--- src/rtl/bus_driver_arbiter_if.sv ---
// ============================================================================
// Module      : bus_driver_arbiter_if
// Description : Request/enable bundle between the bus requesters and the
//               round-robin bus driver arbiter.
//               master modport : arbiter side (drives drv_en/owner/busy/timeout)
//               slave modport  : requester side (drives req)
// Signals     : req     [NREQ-1:0]  level request per requester
//               drv_en  [NREQ-1:0]  one-hot-or-zero driver enables
//               owner   [OW-1:0]    index of current owner (valid while busy)
//               busy                any driver enabled
//               timeout             1-cycle pulse on forced release
// Revision    : 1.0 - initial release
// ============================================================================
`default_nettype none

interface bus_driver_arbiter_if #(
  parameter int NREQ = 4
) ();
  localparam int OW = $clog2(NREQ);

  logic [NREQ-1:0] req;
  logic [NREQ-1:0] drv_en;
  logic [OW-1:0]   owner;
  logic            busy;
  logic            timeout;

  modport master (
    input  req,
    output drv_en,
    output owner,
    output busy,
    output timeout
  );

  modport slave (
    output req,
    input  drv_en,
    input  owner,
    input  busy,
    input  timeout
  );
endinterface

`default_nettype wire

--- src/rtl/bus_driver_arbiter.sv ---
// ============================================================================
// Module      : bus_driver_arbiter
// Description : Round-robin arbiter for a shared tri-state data bus. Enables
//               at most one bus driver per cycle and inserts TURN_CYC idle
//               cycles between consecutive owners so drivers never overlap.
// Ports       : clk  - rising-edge clock
//               rst  - asynchronous reset, active-high
//               bus  - bus_driver_arbiter_if.master (req in; drv_en, owner,
//                      busy, timeout out; all outputs registered)
// Parameters  : NREQ     (2..8)   requesters / drivers
//               TURN_CYC (1..7)   idle cycles between owners
//               MAX_HOLD (2..255) owned cycles before forced release
// Options     : BUS_ARB_TIMEOUT_EN - when defined, an owner holding the bus
//               for MAX_HOLD cycles is forcibly released and timeout pulses.
//               When undefined, timeout is tied low and ownership is unbounded.
// Revision    : 1.0 - initial release
// ============================================================================
`default_nettype none

module bus_driver_arbiter #(
  parameter int NREQ     = 4,
  parameter int TURN_CYC = 1,
  parameter int MAX_HOLD = 16
) (
  input  logic                 clk,
  input  logic                 rst,
  bus_driver_arbiter_if.master bus
);

  localparam int OW = $clog2(NREQ);

  typedef enum logic [1:0] {
    IDLE = 2'd0,
    OWN  = 2'd1,
    TURN = 2'd2
  } state_t;

  state_t          state_q;
  logic [NREQ-1:0] drv_en_q;
  logic [OW-1:0]   owner_q;
  logic [OW-1:0]   last_q;
  logic            busy_q;
  logic [2:0]      turn_q;

  // Candidate index at distance 'off' past 'base', wrapping at NREQ
  // (NREQ need not be a power of two).
  function automatic logic [OW-1:0] wrap_idx(input logic [OW-1:0] base, input int off);
    int s;
    s = int'(base) + off;
    if (s >= NREQ) s = s - NREQ;
    return OW'(s);
  endfunction

  // Round-robin search starting just after the last owner. Iterating from
  // the farthest candidate down lets the nearest requester win.
  logic            grant_vld_d;
  logic [OW-1:0]   grant_idx_d;
  logic [NREQ-1:0] grant_oh_d;

  always_comb begin
    grant_vld_d = 1'b0;
    grant_idx_d = '0;
    for (int i = NREQ; i >= 1; i--) begin
      if (bus.req[wrap_idx(last_q, i)]) begin
        grant_vld_d = 1'b1;
        grant_idx_d = wrap_idx(last_q, i);
      end
    end
    grant_oh_d = {{(NREQ-1){1'b0}}, 1'b1} << grant_idx_d;
  end

`ifdef BUS_ARB_TIMEOUT_EN
  localparam logic [7:0] HOLD_LAST = 8'(MAX_HOLD - 1);
  logic [7:0] hold_q;
  logic       timeout_q;
`endif

  always_ff @(posedge clk or posedge rst) begin
    if (rst) begin
      state_q   <= IDLE;
      drv_en_q  <= '0;
      owner_q   <= '0;
      last_q    <= OW'(NREQ - 1);
      busy_q    <= 1'b0;
      turn_q    <= '0;
`ifdef BUS_ARB_TIMEOUT_EN
      hold_q    <= '0;
      timeout_q <= 1'b0;
`endif
    end else begin
`ifdef BUS_ARB_TIMEOUT_EN
      timeout_q <= 1'b0;
`endif
      case (state_q)
        IDLE: begin
          if (grant_vld_d) begin
            drv_en_q <= grant_oh_d;
            owner_q  <= grant_idx_d;
            last_q   <= grant_idx_d;
            busy_q   <= 1'b1;
            state_q  <= OWN;
`ifdef BUS_ARB_TIMEOUT_EN
            hold_q   <= '0;
`endif
          end
        end

        OWN: begin
          // Other requesters are ignored until the owner lets go.
          if (!bus.req[owner_q]) begin
            drv_en_q <= '0;
            busy_q   <= 1'b0;
            turn_q   <= 3'(TURN_CYC);
            state_q  <= TURN;
`ifdef BUS_ARB_TIMEOUT_EN
          end else if (hold_q == HOLD_LAST) begin
            // Forced release; last_q already names this owner, so it drops
            // to lowest priority exactly as in a voluntary release.
            drv_en_q  <= '0;
            busy_q    <= 1'b0;
            turn_q    <= 3'(TURN_CYC);
            timeout_q <= 1'b1;
            state_q   <= TURN;
          end else begin
            hold_q <= hold_q + 8'd1;
`endif
          end
        end

        TURN: begin
          // turn_q == 1 marks the edge closing the last idle cycle.
          if (turn_q == 3'd1) begin
            if (grant_vld_d) begin
              drv_en_q <= grant_oh_d;
              owner_q  <= grant_idx_d;
              last_q   <= grant_idx_d;
              busy_q   <= 1'b1;
              state_q  <= OWN;
`ifdef BUS_ARB_TIMEOUT_EN
              hold_q   <= '0;
`endif
            end else begin
              state_q <= IDLE;
            end
          end else begin
            turn_q <= turn_q - 3'd1;
          end
        end

        default: begin
          drv_en_q <= '0;
          busy_q   <= 1'b0;
          state_q  <= IDLE;
        end
      endcase
    end
  end

  assign bus.drv_en = drv_en_q;
  assign bus.owner  = owner_q;
  assign bus.busy   = busy_q;
`ifdef BUS_ARB_TIMEOUT_EN
  assign bus.timeout = timeout_q;
`else
  assign bus.timeout = 1'b0;
`endif

endmodule

`default_nettype wire

--- src/flat_wrapper.sv ---
// flat-port wrapper written by rule: the top's interface ports become plain ports
module bus_driver_arbiter_flat 
#(
  parameter int NREQ     = 4,
  parameter int TURN_CYC = 1,
  parameter int MAX_HOLD = 16
)
  (clk, rst, bus_req, bus_drv_en, bus_owner, bus_busy, bus_timeout);
  bus_driver_arbiter_if #(.NREQ(NREQ)) bus_i ();
  input  logic clk;
  input  logic rst;
  input wire logic [$bits(bus_i.req)-1:0] bus_req;
  output wire logic [$bits(bus_i.drv_en)-1:0] bus_drv_en;
  output wire logic [$bits(bus_i.owner)-1:0] bus_owner;
  output wire logic [$bits(bus_i.busy)-1:0] bus_busy;
  output wire logic [$bits(bus_i.timeout)-1:0] bus_timeout;
  assign bus_i.req = bus_req;
  assign bus_drv_en = bus_i.drv_en;
  assign bus_owner = bus_i.owner;
  assign bus_busy = bus_i.busy;
  assign bus_timeout = bus_i.timeout;
  bus_driver_arbiter #(.NREQ(NREQ), .TURN_CYC(TURN_CYC), .MAX_HOLD(MAX_HOLD)) u_core (.clk(clk), .rst(rst), .bus(bus_i));
endmodule
--- config.mk ---
export PLATFORM = sky130hd
export DESIGN_NAME = bus_driver_arbiter_flat
export DESIGN_NICKNAME = d
export VERILOG_FILES = /design/src/rtl/bus_driver_arbiter_if.sv /design/src/rtl/bus_driver_arbiter.sv /design/src/flat_wrapper.sv
export SDC_FILE = /design/constraint.sdc
export NUM_CORES = 1
export LEC_CHECK = 0
export CAP_MARGIN = 20
export CORE_MARGIN = 10
export CORE_UTILIZATION = 53
export DETAILED_ROUTE_END_ITERATION = 8
export PLACE_DENSITY = 0.81
export SLEW_MARGIN = 20
export SYNTH_ARGS = -nofsm -noshare
export SYNTH_HDL_FRONTEND = slang
export SYNTH_SLANG_ARGS = --single-unit
export TNS_END_PERCENT = 5
--- constraint.sdc ---
create_clock -name clk -period 4 [get_ports clk]
set_input_delay 0.4 -clock clk [delete_from_list [all_inputs] [get_ports clk]]
set_output_delay 0.4 -clock clk [all_outputs]
set_load 0.02 [all_outputs]
==> results.yml, run 1 <==
placed_design:
  gp_congestion: 0.7784
  portBuffers: 12
  postPlaceCellArea_um2: 890.9
  place_ws_ns: 1.921
  post-dp-hpwl_um: 1159
logic_synthesis:
  netlist_instances: 66
  syn_area_per_cell_um2: 11.51
  synth_nets: 74
  synth_edf_count: 0
  ys_warn_count: 0
  ys_types: 33
  yosys_most_used_dff: "dfrtp_1"
  ys_seq_area_frac: 0.4646
  synth_area_um2: 759.5
  synth-seq-cells: 14
  ys_async_sr_fraction: 1.000
global_routing:
  grt_pass1_wl_um: 2573
  grt_util_met1: 0.1196
  met2_usage: 0.1396
  grt.busiest_layer: "met2"
  grt-ovfl-total: 0
  use_met3: 0.04139
  antenna_found_initial: 0
  grt_max_degree: 15
  grt_pass1_vias: 587
  grtUsageTotal: 0.09576
critical_path:
  cp.required_ns: 4.17
  cp-end-kind: "register"
  setup.worst_path.start_class: "input pin"
  r2r_slack_ns: 2.23
  cp.arrival_ns: 1.98
  critical_path_class: "in -> reg"
  crit_fanout: 8
timing:
  fin_skew_ns: 0.001145
  period_needed_ns: 1.802
  tightest_slew_ns: 0.5475
  fmax_mhz: 555.0
  hold_violations: 0
  finalSetupViolCount: 0
  finalSetupTns_ns: 0
  maxSlewViolCount: 0
  layout_setup_ws_ns: 2.198
  slew_headroom: 0.6343
  rsz0062_at_grt: "false"
  min_period_over_period: 0.4504
cts:
  root_buffer: "clkbuf_4"
  cts_buffer_depth: 2
  hold_buffers: 0
  clk_latency_ns: 0.28
  postCtsResizedCells: 0
  postCtsSetupRepairBufs: 0
  cts.sinks: 14
  h-tree-depth: 1
  cts_tree: "yes"
  cts_inserted_buffers: 3
  path_clk_slew_ns: 0.08
drt:
  drt_iter0_drc: 7
  routed_via_density: 5.792
  detail-route-antenna-nets: 0
  dr.pass1.iters: 4
  num_vias: 556
  wl_per_cell_um: 16.20
  drt_wl_total_um: 1555
  drc: 0
cells_and_area:
  final_cell_mix: "clkdlybuf4s50_1, dfrtp_1, inv_1"
  fin_util: 0.6951
  antenna_cells: 0
  layout-drive-gt1-share: 0.1728
  design_area_um2: 927.1
  area_growth_pct: 22.08
  fin_nets: 90
power:
  power_density_mw_per_mm2: 761.4
  peakVddDrop_uv: 364.6
  leakage_nw: 0.4108
job:
  maxCapViolCount: 0
floorplan:
  ios: 14
  die_y_um: 57.86
  core_area_mm2: 0.001334
  start_util: 0.5694
  fp.dieW_um: 57.86
  num_rows: 13
  die_area_mm2: 0.003347
hold_path:
  min_path_type: "in -> async"
status:
  status: "completed"
layout make-up:
| class | count | area [um2] |
|---|---|---|
| fill | 103 | 406.6 |
| multi-input combinational | 44 | 372.9 |
| sequential | 14 | 352.8 |
| timing repair buffer | 12 | 120.1 |
| clock buffer | 4 | 36.28 |
| inverter | 7 | 26.28 |
| tap | 15 | 18.77 |
report_power, final:
part | switching (mW) | internal [mW] | leakage (nW) | total, mW
clock | 0.0465 | 0.0554 | 0.0210 | 0.102
combinational | 0.169 | 0.172 | 0.219 | 0.342
sequential | 0.0561 | 0.206 | 0.170 | 0.262
metal layers:
metal | vias to the layer above | share of wire
met5 | - | 0
met4 | 0 | 0.019
met3 | 5 | 0.072
met2 | 13 | 0.42
met1 | 262 | 0.48
li1 | 276 | -
Yosys cell counts (2+ instances only):
cell,n,area share
dfrtp_1,12,0.40
inv_1,7,0.035
a21oi_1,5,0.033
mux2_2,3,0.044
o21a_1,3,0.030
a32o_1,2,0.026
dfstp_2,2,0.069
ha_1,2,0.033
nand2b_1,2,0.016
nor2_1,2,0.0099
o2bb2ai_1,2,0.023
o32ai_1,2,0.023
or2b_1,2,0.020
worst max-delay path, stage by stage:
cell	delay [ns]
clkdlybuf4s50_1	0.56
nor4_1	0.11
a211oi_2	0.51
mux2_2	0.39
registers in the layout (all words and copies together) (netlist names):
| name | count |
|---|---|
| u_core.turn_q | 3 |
| u_core.last_q | 2 |
| u_core.bus.drv_en | 4 |
| u_core.bus.busy | 1 |
| u_core.state_q | 2 |
| u_core.bus.owner | 2 |
through the flow:
step	std cells	hold slack [ns]	total power, mW
after global placement	92	0.4787	0.6016
after CTS	96	0.4631	0.7126
after floorplan	66	0.2878	0.4851
final	96	0.4399	0.7059
after global routing	96	0.4963	0.7595
after detailed placement	92	0.4822	0.6062
logic make-up (layout without fill, tap and decap cells):
group / after synthesis / count (layout) / synth area share
compound gates: 21 / 21 / 0.2158
xor+xnor: 1 / 1 / 0.01153
fa+ha+maj: 2 / 2 / 0.03294
buf+inv: 8 / 23 / 0.04449
flops: 14 / 14 / 0.4646
mux: 5 / 5 / 0.08731
other cells: 1 / 1 / 0.004938
simple gates: 14 / 14 / 0.1384
path summary, 6_finish.rpt:
kind | from | end | cells past startpoint
setup / recovery | bus_req[3] | u_core.bus.owner[1] | 4
hold / removal | rst | u_core.bus.busy | 2
setup reg to reg | u_core.turn_q[1] | u_core.bus.owner[1] | 5
hold reg to reg | u_core.bus.drv_en[1] | u_core.bus.drv_en[1] | 1
max in group asynchronous | rst | u_core.last_q[0] | 2
min in group clk | u_core.bus.drv_en[1] | u_core.bus.drv_en[1] | 1
Power figures use the tool's default switching activity.
==> run 2: changes to the inputs <==
CORE_UTILIZATION = 49   (was 53)
PLACE_DENSITY = 0.76   (was 0.81)
clock period = 1.9 ns   (was 4 ns; I/O delays follow)
==> results.yml, run 2 (synthesis results as in run 1) <==
placed_design:
  post-dp-hpwl_um: 1225
  postPlaceCellArea_um2: 907.1
  portBuffers: 12
  place_inst: 95
  gp_congestion: 0.8677
global_routing:
  antenna_found_initial: 0
  grtUsageTotal: 0.09433
  grt-ovfl-total: 0
  grt_max_degree: 15
  grt_pass1_wl_um: 2622
  grt_pass1_vias: 560
timing:
  tightest_slew_ns: 0.5622
  finalSetupTns_ns: 0
  slew_headroom: 0.6245
  maxSlewViolCount: 0
  hold_violations: 0
  period_needed_ns: 1.800
  rsz0062_at_grt: "false"
  finalSetupViolCount: 0
  fin_skew_ns: 0.001166
  min_period_over_period: 0.9471
  fmax_mhz: 555.7
critical_path:
  r2r_slack_ns: 0.10
  reg2regPathDepth: 5
  crit_fanout: 8
  r2r_start: "u_core.turn_q[1]"
  crit_path_top_delay_cell: "a211oi_2"
  critical_path_class: "reg -> reg"
  path_cells: "inv_1 > ha_1 > nand2b_4 > a211oi_2 > mux2_2"
  r2r_end: "u_core.bus.owner[1]"
  crit_path_max_incr_delay_ns: 0.53
  cp.arrival_ns: 1.97
  crit_family: "compound AO/OA/AOI/OAI gates"
  cp-end-kind: "register"
  worst-path-buf-inv: 1
  setup.worst_path.start_class: "register"
  cp.required_ns: 2.07
cells_and_area:
  area_growth_pct: 24.22
  fillCellCount: 113
  antenna_cells: 0
  largest_register_ffs: 4
  fin_nets: 92
  layout-drive-gt1-share: 0.1928
  final_cell_mix: "clkdlybuf4s50_1, dfrtp_1, inv_1"
  instances_no_fill: 99
  design_area_um2: 943.4
floorplan:
  core_area_mm2: 0.001489
  die_area_mm2: 0.003525
  die_y_um: 59.37
  ios: 14
  num_rows: 14
  fp.dieW_um: 59.37
  start_util: 0.5101
cts:
  clk_latency_ns: 0.28
  cts_inserted_buffers: 3
  path_clk_slew_ns: 0.08
  hold_buffers: 0
  postCtsSetupRepairBufs: 0
  cts_buffer_depth: 2
  h-tree-depth: 1
  cts.sinks: 14
  root_buffer: "clkbuf_4"
  cts_tree: "yes"
  postCtsResizedCells: 0
drt:
  drt_wl_total_um: 1586
  drt_iter0_drc: 19
  detail-route-antenna-nets: 0
  drc: 0
  wl_per_cell_um: 16.02
  num_vias: 606
  routed_via_density: 6.121
  dr.pass1.iters: 4
power:
  peakVddDrop_uv: 741.9
  leakage_nw: 0.4204
  power_density_mw_per_mm2: 1579
hold_path:
  min_path_type: "in -> async"
status:
  status: "completed"
job:
  maxCapViolCount: 0
==> run 2: where the power goes <==
group	internal [mW]	total [mW]	switching [mW]
sequential	0.434	0.552	0.119
clock	0.117	0.215	0.0979
combinational	0.365	0.723	0.358
==> run 2: worst max-delay path by stage <==
stage	start	end	cells after the start
2_1_floorplan	u_core.turn_q[1]	u_core.bus.owner[1]	5
3_3_place_gp	bus_req[2]	u_core.bus.owner[1]	4
3_5_place_dp	bus_req[2]	u_core.bus.owner[1]	4
4_1_cts	u_core.turn_q[1]	u_core.bus.owner[1]	5
5_1_grt	u_core.turn_q[1]	u_core.bus.owner[1]	5
6_report	u_core.turn_q[1]	u_core.bus.owner[1]	5
==> run 2: final cells by class <==
| type | instances | area [um2] | share of cell area |
|---|---|---|---|
| tap | 16 | 20.02 | 0.02122 |
| sequential | 14 | 352.8 | 0.3740 |
| inverter | 7 | 26.28 | 0.02785 |
| clock buffer | 4 | 36.28 | 0.03846 |
| multi-input combinational | 44 | 372.9 | 0.3952 |
| timing repair buffer | 14 | 135.1 | 0.1432 |
==> run 2: per-layer routing <==
layer  vias to the layer above  track usage  part of all wire
li1                        281            -                 -
met1                       303       0.1244              0.47
met2                        18       0.1278              0.44
met3                         4      0.04077             0.078
met4                         0      0.04262             0.015
met5                         -            0                 0
==> run 2: stage by stage <==
| stage | util | setup WS, ns | power [mW] | hold slack, ns |
|---|---|---|---|---|
| after floorplan | - | 0.2981 | 1.021 | 0.07779 |
| after global placement | 0.6092 | 0.06537 | 1.270 | 0.4763 |
| after detailed placement | 0.6092 | 0.002141 | 1.286 | 0.4777 |
| after CTS | 0.6336 | 0.1068 | 1.503 | 0.2453 |
| after global routing | 0.6336 | 0.006844 | 1.595 | 0.2752 |
| final | 0.6336 | 0.1005 | 1.490 | 0.2315 |
